File: src/rtl/serial_subtractor_ctrl.sv
// Bit-serial WIDTH-bit subtractor that steps one full_subtractor cell over the operands, LSB first.
// Latency: WIDTH cycles from the accepting edge to done; one operation per WIDTH+2 cycles.
// Backpressure: none. start is sampled only in IDLE and ignored while busy or done.
//
// Ports:
//   clk, rst_n           rising-edge clock, asynchronous active-low reset
//   start                request; accepted only when idle
//   a_in, b_in           minuend / subtrahend, captured on the accepting edge
//   borrow_in            initial borrow, captured on the accepting edge
//   busy                 high while bits are being processed
//   done                 one-cycle pulse, diff/borrow_out/zero valid
//   diff                 difference (result shift register)
//   borrow_out, zero     final borrow and all-zero flag, held until the next result

module full_subtractor (
   input  logic a,
   input  logic b,
   input  logic B_in,
   output logic D,
   output logic B_out
);
   assign D     = a ^ b ^ B_in;
   assign B_out = (~a & b) | (~(a ^ b) & B_in);
endmodule

module serial_subtractor_ctrl #(
   parameter int WIDTH = 8
) (
   input  logic             clk,
   input  logic             rst_n,
   input  logic             start,
   input  logic [WIDTH-1:0] a_in,
   input  logic [WIDTH-1:0] b_in,
   input  logic             borrow_in,
   output logic             busy,
   output logic             done,
   output logic [WIDTH-1:0] diff,
   output logic             borrow_out,
   output logic             zero
);
   localparam int CW = (WIDTH > 1) ? $clog2(WIDTH) : 1;

   typedef enum logic [1:0] {S_IDLE, S_RUN, S_DONE} state_t;

   state_t           state;
   logic [WIDTH-1:0] a_sh;
   logic [WIDTH-1:0] b_sh;
   logic [WIDTH-1:0] diff_sh;
   logic             brw;
   logic [CW-1:0]    cnt;
   logic             d_bit;
   logic             b_bit;
   logic [WIDTH-1:0] diff_nxt;

   full_subtractor u_fs (
      .a     (a_sh[0]),
      .b     (b_sh[0]),
      .B_in  (brw),
      .D     (d_bit),
      .B_out (b_bit)
   );

   // Result bits enter at the MSB so that after WIDTH shifts bit 0 sits at the LSB.
   assign diff_nxt = {d_bit, diff_sh[WIDTH-1:1]};
   assign diff     = diff_sh;

   always_ff @(posedge clk or negedge rst_n) begin
      if (!rst_n) begin
         state      <= S_IDLE;
         a_sh       <= '0;
         b_sh       <= '0;
         diff_sh    <= '0;
         brw        <= 1'b0;
         cnt        <= '0;
         busy       <= 1'b0;
         done       <= 1'b0;
         borrow_out <= 1'b0;
         zero       <= 1'b0;
      end else begin
         done <= 1'b0;
         case (state)
            S_IDLE: begin
               if (start) begin
                  a_sh    <= a_in;
                  b_sh    <= b_in;
                  brw     <= borrow_in;
                  cnt     <= '0;
                  diff_sh <= '0;
                  busy    <= 1'b1;
                  state   <= S_RUN;
               end
            end
            S_RUN: begin
               diff_sh <= diff_nxt;
               a_sh    <= a_sh >> 1;
               b_sh    <= b_sh >> 1;
               brw     <= b_bit;
               cnt     <= cnt + 1'b1;
               if (cnt == CW'(WIDTH - 1)) begin
                  // Flags are taken from the values being written on this last
                  // edge, so they describe the completed result.
                  state      <= S_DONE;
                  busy       <= 1'b0;
                  done       <= 1'b1;
                  borrow_out <= b_bit;
                  zero       <= (diff_nxt == '0);
               end
            end
            S_DONE: begin
               state <= S_IDLE;
            end
            default: begin
               state <= S_IDLE;
            end
         endcase
      end
   end
endmodule

File: config.mk
export PLATFORM = sky130hd
export DESIGN_NAME = serial_subtractor_ctrl
export DESIGN_NICKNAME = d
export VERILOG_FILES = /design/src/rtl/serial_subtractor_ctrl.sv
export SDC_FILE = /design/constraint.sdc
export NUM_CORES = 1
export LEC_CHECK = 0
export ABC_AREA = 1
export BUFFER_PORTS_ARGS = -buffer_cell sky130_fd_sc_hd__buf_2
export CELL_PAD_IN_SITES_DETAIL_PLACEMENT = 1
export CELL_PAD_IN_SITES_GLOBAL_PLACEMENT = 1
export CORE_MARGIN = 2
export CORE_UTILIZATION = 42
export DETAILED_ROUTE_END_ITERATION = 7
export GPL_TIMING_DRIVEN = 0
export HOLD_SLACK_MARGIN = 0.08
export PLACE_DENSITY = 0.94
export RECOVER_POWER = 25
export SYNTH_ARGS = -nofsm -noshare
export SYNTH_HDL_FRONTEND = slang
export SYNTH_SLANG_ARGS = --single-unit
File: constraint.sdc
create_clock -name clk -period 2.65 [get_ports clk]
set_input_delay 0.265 -clock clk [delete_from_list [all_inputs] [get_ports clk]]
set_output_delay 0.265 -clock clk [all_outputs]
set_load 0.005 [all_outputs]
=== Word level (Yosys, flattened, before mapping) ===
Cells that the tools add are included.
Widths: inputs -> output; s select.

* Register bits: 34
* Input bits: 20
* Output and inout port bits: 12
* Word-level logic and storage cells: 47

* Add/subtract/negate cells: 1
* Eq/ne operators: 4
* Multiplexer cells: 18
* Bitwise gates (word level): 7
* Reduce and logical (&&, ||, !) cells: 7

{| class="wikitable"
|+ Operator list
! kind !! count
|-
| $pmux 8 s2 || 3
|-
| $mux 8 || 3
|-
| $logic_not 8->1 || 1
|-
| $pmux 3 s2 || 1
|-
| $reduce_and 2->1 || 3
|-
| $mux 1 || 5
|-
| $mux 2 || 2
|-
| $ne 2x2->1 const B || 2
|-
| $pmux 1 s2 || 2
|-
| $pmux 2 s2 || 1
|-
| $add 3x1->3 const B || 1
|-
| $eq 3x3->1 const B || 1
|-
| $mux 3 || 1
|-
| $reduce_and 3->1 || 1
|-
| $and 1x1->1 || 2
|-
| $eq 2x1->1 const B || 1
|-
| $logic_not 2->1 || 1
|-
| $not 1->1 || 2
|-
| $reduce_bool 2->1 || 1
|-
| $xor 1x1->1 || 2
|-
| $or 1x1->1 || 1
|}

=== Depth between registers and ports, before layout ===
Gate-level depths: netlist of the first run.

* Word-level depth: 5
* Gate-level depth with buffers: 8
* Mapped depth without buffers: 7

=== Modules after synthesis ===
From an unflattened synthesis of the first run, not the netlist that was laid out.

* Cell total of the unflattened synthesis: 208
* Area, all modules: 1625.3 µm²

{| class="wikitable"
|+ By module, submodules not included
! module !! instances !! cells each !! area each (µm²)
|-
| serial_subtractor_ctrl || 1 || 204 || 1594.0
|-
| full_subtractor || 1 || 4 || 31.3
|}

=== Worst setup path before layout of the first run ===
No wires, ideal clock.

* Path kind: flip-flop to flip-flop
* Start point: reg brw
* End point: reg zero
* Setup time: 0.116 ns
* Data arrival time: 1.120 ns
* Required time: 2.534 ns
* Path slack: 1.414 ns
* Stages on the path, launching flop included: 8
* Clock period less this slack: 1.236 ns
* Cells stage by stage: dfrtp_1 > inv_1 > fa_1 > nor2_1 > nand2_1 > nor2_1 > nand2_1 > nand2_1

* Longest elaborated chain between the ends: 2

{| class="wikitable"
|+ RTL lines
! element !! line !! text
|-
| start, declared || 49 || <nowiki>logic brw;</nowiki>
|-
| start signal, assigned || 86 || <nowiki>brw <= borrow_in;</nowiki>
|-
| start signal, assigned || 97 || <nowiki>brw <= b_bit;</nowiki>
|-
| $xor 1x1->1 || 22 || <nowiki>assign D = a ^ b ^ B_in;</nowiki>
|-
| $logic_not 8->1 || 106 || <nowiki>zero <= (diff_nxt == '0);</nowiki>
|-
| end signal, assigned || 106 ||
|-
| end, declared || 39 || <nowiki>output logic zero</nowiki>
|}

No other way between the ends.
A chain may end at the register's enable or synchronous reset.

=== Final worst setup path of the first run ===
* Start point: reg state[1]
* End point: reg b_sh[3]

* Longest elaborated chain between the ends: 3

{| class="wikitable"
|+ RTL lines
! element !! line !! text
|-
| start, declared || 45 || <nowiki>state_t state;</nowiki>
|-
| start signal, assigned || 69 || <nowiki>state <= S_IDLE;</nowiki>
|-
| start signal, assigned || 90 || <nowiki>state <= S_RUN;</nowiki>
|-
| start signal, assigned || 102 || <nowiki>state <= S_DONE;</nowiki>
|-
| $eq 2x1->1 / $logic_not 2->1 (equally long branches) || 81 || <nowiki>case (state)</nowiki>
|-
| $reduce_bool 2->1 (no line) / $ne 2x2->1 (equally long branches) || -- ||
|-
| $reduce_and 2->1 (no line) || -- ||
|-
| end signal, assigned || 85 || <nowiki>b_sh <= b_in;</nowiki>
|-
| end signal, assigned || 96 || <nowiki>b_sh <= b_sh >> 1;</nowiki>
|-
| end, declared || 47 || <nowiki>logic [WIDTH-1:0] b_sh;</nowiki>
|}

Parallel ways exist; a longest one is shown, timed or not.

==> results of run 1 <==
-- registers in the layout, summed over array words and instances, names as in the netlist --
register,flops
a_sh,8
b_sh,8
borrow_out,1
brw,1
busy,1
cnt,3
diff,8
done,1
state,2
zero,1
-- critical path, delay by kind of cell (launching register included) --
kind          cells  cell delay (ps)
simple gates      4              410
flops             1              360
buf+inv           3              530
-- power by group through the flow --
stage          Clock [W]  Sequential, W  Combinational [W]
2_1_floorplan          0       0.000879           0.000703
3_3_place_gp           0       0.000880           0.000963
3_5_place_dp           0       0.000897            0.00101
4_1_cts         0.000467       0.000890            0.00102
5_1_grt         0.000494       0.000918            0.00115
6_report        0.000458       0.000888           0.000982
-- kinds of logic after synthesis --
logic type               after synthesis  synth area share, %
AO/OA/AOI/OAI                         13                 4.47
adder cells (fa/ha/maj)                3                 2.78
buffers and inverters                 52                 13.5
flip-flops                            34                 52.4
AND/OR/NAND/NOR                      103                 26.8
-- layer usage --
layer	vias up	wire length, um
met5	-	0
met4	0	44
met3	3	158
met2	28	1880
met1	704	1650
li1	702	-
-- per-stage QoR --
stage	total power, W	hold WS, ps	instance area (um^2)	util [%]	setup WS (ps)
after floorplan	0.00158	-30.6	1620	-	1410
after global placement	0.00184	376	1840	49.8	1300
after detailed placement	0.00191	380	1840	49.8	1250
after CTS	0.00238	201	1960	53.1	1240
after global routing	0.00257	219	1940	52.7	1080
final	0.00233	198	1940	52.7	1240
-- area by class of cell --
| cell class | count | area [um^2] | area share [%] |
|---|---|---|---|
| multi-input cells | 119 | 548 | 28.2 |
| clock buffers | 8 | 110 | 5.67 |
| well taps | 48 | 60.1 | 3.09 |
| inverters | 42 | 158 | 8.11 |
| plain buffers | 10 | 58.8 | 3.03 |
| flip-flops and latches | 34 | 851 | 43.8 |
| repair buffers | 32 | 158 | 8.11 |
-- cells in the mapped netlist, drive strengths merged --
cell type,number
nor2,7
clkbuf,1
nand3,33
dfrtp,34
o21ai,6
o22ai,6
inv,42
a21oi,1
ha,2
nand4,1
nand2,62
fa,1
buf,9
-- worst max-delay path by stage --
stage / startpoint / end / slack, ps / depth (start not counted)
final: state[1] / b_sh[3] / 1240 / 7
after global routing: state[1] / b_sh[3] / 1080 / 7
after CTS: brw / zero / 1240 / 7
after detailed placement: brw / zero / 1250 / 7
after global placement: brw / zero / 1300 / 7
after floorplan: brw / zero / 1410 / 7
==> impl_metrics.yaml, run 1 <==
run_status:
  status: "complete, no violations"
die:
  coreArea_um2: 3690
  dieArea_um2: 4380
  io_pins: 32
  die_h_um: 66.2
  initial_core_util_pct: 44.0
  die_x_um: 66.2
  num_rows: 22
timing:
  setup_violations: 0
  worst_pin_slew_ps: 763
  drv_slew: 0
  period_share_pct: 53.2
  fmax_mhz: 709
  rsz0062_at_grt: "false"
  slew_headroom_pct: 49.2
  final.setup_skew_ps: 5.35
  setup_tns_ps: 0
  final_hold_viol_count: 0
  min_period_ps: 1410
clock_tree:
  cts_buffer_depth: 2
  cts.sinks: 34
  cts_hold_buffers: 1
  cts_max_level: 2
  cts_root_buf: "clkbuf_8"
  clk_pin_slew_ps: 70
  postCtsSetupBuffers: 0
  cts_tree: "built"
  worstSkewPairLatency_ps: 300
  cts_resized: 0
  cts_made_buffers: 5
drt:
  antenna_left: 0
  drc: 0
  wl_um: 3730
  dr_total_vias: 1437
  wl_per_cell_um: 12.7
  drt_iter0_markers: 90
  drtPass1Iterations: 4
  via_per_inst: 4.90
power:
  power.leakage_nw: 1.12
  p_comb_share_pct: 42.2
  p_int_w: 0.00139
  vdd_ir_drop_max_mv: 0.460
  seqPwrFrac_pct: 38.1
  powerDensity_nw_per_um2: 1200
  power_switching_w: 0.000935
  switching_share_pct: 40.2
  p_clk_share_pct: 19.7
global_routing:
  antenna_found_initial: 0
  grt_max_degree: 35
  grt.overflow.total: 0
  use_met1_pct: 22.7
  gr-usage-all-layers_pct: 19.7
  busiest_layer: "met2"
  use_met3_pct: 5.62
  use_met2_pct: 34.9
  grt_pass1_wl_um: 6430
  grt_pass1_vias: 1487
finish:
  layout_common_cells: "62 x nand2_1, 40 x inv_1, 34 x dfrtp_1"
  antenna_cells: 0
  layout.cells.non_filler: 293
  nFillCells: 480
  fin_nets: 267
  layout-drive-gt1-share_pct: 17.1
  final_common_cell: "nand2_1"
  syn_to_final_growth_pct: 19.7
setup_path:
  rrSetupSlack_ps: 1240
  worst_ep_arrival_time_ps: 1600
  crit_top_cell: "nand2_1"
  path_class: "reg2reg"
  r2r-end: "b_sh[3]"
  worst_setup_path_start_kind: "flip-flop"
  required_ps: 2830
  cp_max_fo: 10
  reg2regPathDepth: 7
  slowest_stage: "dfrtp_1"
  r2r_start: "state[1]"
  end_kind: "flip-flop"
  critPathMaxStageDelay_ps: 360
  crit_path_cell_trace: "inv_1 -> nand2_1 -> inv_2 -> clkbuf_1 -> nand2_1 -> nand3_1 -> nand2_1"
logic_synthesis:
  syn_area_um2: 1620
  synth_cell_types: 17
  yosys.area.top_type_share_pct: 52.4
  yosys_register_bits: 34
  ys_top_cells_by_area: "dfrtp_1 52%, nand2_1 14%, nand3_1 10%, inv_1 9.3%, buf_4 2.3%"
  synth_seq_area_share_pct: 52.4
  synth_warnings: 0
  yosysTopAreaCell: "dfrtp_1"
  synth_nets: 228
  synthCells: 205
  avgSynthCellArea_um2: 7.92
hold_path:
  min_from: "a_in[7]"
  min_path_type: "in2reg"
  worstHoldEndpoint: "a_sh[7]"
  hold_depth: 3
placement:
  routabilityCongestion: 0.735
  place_inst: 284
  hpwl_um: 2640
  port_buffers: 31
run:
  maxCapViolCount: 0
(Power assumes the default switching activity.)
==> run 2, diff against run 1 <==
Settings changed: CORE_UTILIZATION 42 to 35, PLACE_DENSITY 0.94 to 0.84.
Clock period 2.65 ns to 1.2 ns, I/O delays scaled along.
==> impl_metrics.yaml, run 2 (synthesized netlist as in run 1, its figures left out) <==
die:
  num_rows: 24
  dieArea_um2: 5200
  coreArea_um2: 4410
  initial_core_util_pct: 36.8
  die_h_um: 72.1
  die_x_um: 72.1
  io_pins: 32
finish:
  final_common_cell: "nand2_1"
  layout_common_cells: "59 x nand2_1, 37 x inv_1, 34 x dfrtp_1"
  fin_nets: 272
  syn_to_final_growth_pct: 25.9
  antenna_cells: 0
  final_area_um2: 2040
  layout.cells.non_filler: 302
  layout-drive-gt1-share_pct: 25.2
  post-route-util_pct: 46.3
  multi_input_area_um2: 576
  seq_area_um2: 851
  nFillCells: 553
timing:
  slew_headroom_pct: 42.7
  drv_slew: 0
  min_period_ps: 1400
  final_hold_viol_count: 0
  period_share_pct: 117
  final.setup_skew_ps: 10.7
  rsz0062_at_grt: "true"
  fmax_mhz: 713
  worst_pin_slew_ps: 859
  setup_ws_ps: -203
  setup_violations: 2
clock_tree:
  cts_root_buf: "clkbuf_8"
  cts.sinks: 34
  cts_tree: "built"
  clk_pin_slew_ps: 80
  cts_buffer_depth: 2
  worstSkewPairLatency_ps: 290
  cts_max_level: 2
  cts_made_buffers: 5
drt:
  dr_total_vias: 1411
  wl_per_cell_um: 13.4
  route.met3.wl_um: 162
  drtPass1Iterations: 3
  antenna_left: 0
  drc: 0
  top_layer_used: "met4"
  wl_met2_um: 1980
  via_per_inst: 4.67
  drt_iter0_markers: 91
  wl_met1_um: 1860
  wl_um: 4060
setup_path:
  required_ps: 1380
  end_kind: "flip-flop"
  worst_ep_arrival_time_ps: 1580
  path_class: "reg2reg"
  crit_start: "brw"
  cp_max_fo: 2
  worst_setup_path_start_kind: "flip-flop"
  r2r_start: "brw"
power:
  powerDensity_nw_per_um2: 2720
  power_w: 0.00556
  vdd_ir_drop_max_mv: 0.872
  power.leakage_nw: 1.17
run:
  maxCapViolCount: 0
global_routing:
  antenna_found_initial: 0
  gr-usage-all-layers_pct: 16.9
  grt_pass1_wl_um: 6760
  grt_max_degree: 35
  grt.overflow.total: 0
  grt_pass1_vias: 1479
placement:
  placed_area_um2: 1840
  port_buffers: 31
  routabilityCongestion: 0.776
  place_inst: 288
  detailedPlace.worstSlack_ps: -157
  hpwl_um: 2740
run_status:
  status: "finished with violations"
  violations: "setup timing"
hold_path:
  min_from: "b_in[5]"
  min_path_type: "in2reg"
-- run 2: cell types whose count changed in the layout (fill, tap and decap cells not counted), moves of 3 or more --
| cell | change |
|---|---|
| inv_1 | -3 |
| clkbuf_1 | -8 |
| clkbuf_2 | +3 |
| inv_2 | +3 |
| buf_6 | +6 |
| nand2_1 | -3 |
-- run 2: final cells by class --
| cell class | count | share of cell area, % |
|---|---|---|
| inverter | 42 | 7.72 |
| buffer | 9 | 3.98 |
| timing repair buffer | 38 | 10.7 |
| clock buffer | 6 | 4.04 |
| sequential | 34 | 41.6 |
| tap | 52 | 3.18 |
| clock inverter | 2 | 0.612 |
| multi-input combinational | 119 | 28.2 |
-- run 2: per-layer routing --
metal	track usage (%)	vias up
li1	-	709
met1	21.6	672
met2	28.3	25
met3	4.17	5
met4	4.61	0
met5	0	-
-- run 2: power breakdown --
| part | switching (W) | internal (W) | leakage (nW) |
|---|---|---|---|
| sequential | 0.000313 | 0.00167 | 0.423 |
| clock | 0.000441 | 0.000461 | 0.0472 |
| combinational | 0.00150 | 0.00118 | 0.700 |
| total | 0.00225 | 0.00331 | 1.17 |
-- run 2: final timing paths --
path | to | slack (ps) | depth (start not counted)
max | diff[7] | -200 | 6
min | b_sh[5] | 130 | 3
max reg2reg | diff[7] | -200 | 6
min reg2reg | cnt[0] | 500 | 1
max in group asynchronous | a_sh[7] | 180 | 2
min in group asynchronous | done | 470 | 2
-- run 2: repair_timing --
item | 4_1_cts | 5_1_grt
buffers inserted | 0 | 4
endpoints found under the hold margin | 36 | 0
hold buffers | 3 | 0
resized for setup | 5 | 18
pin swaps | 2 | 4
setup endpoints to repair | 10 | 23
-- run 2: worst max-delay path, stage by stage, from the launching register on --
cell     delay, ps
dfrtp_1        390
inv_2           60
fa_2           460
buf_4          150
buf_6          100
nand2_1         70
o21ai_1         60
-- run 2: per-stage QoR --
stage          hold slack [ps]  TNS (ps)
2_1_floorplan             -176     -29.9
3_3_place_gp               229      -137
3_5_place_dp               239      -238
4_1_cts                    128      -159
5_1_grt                    158     -1580
6_report                   130      -364
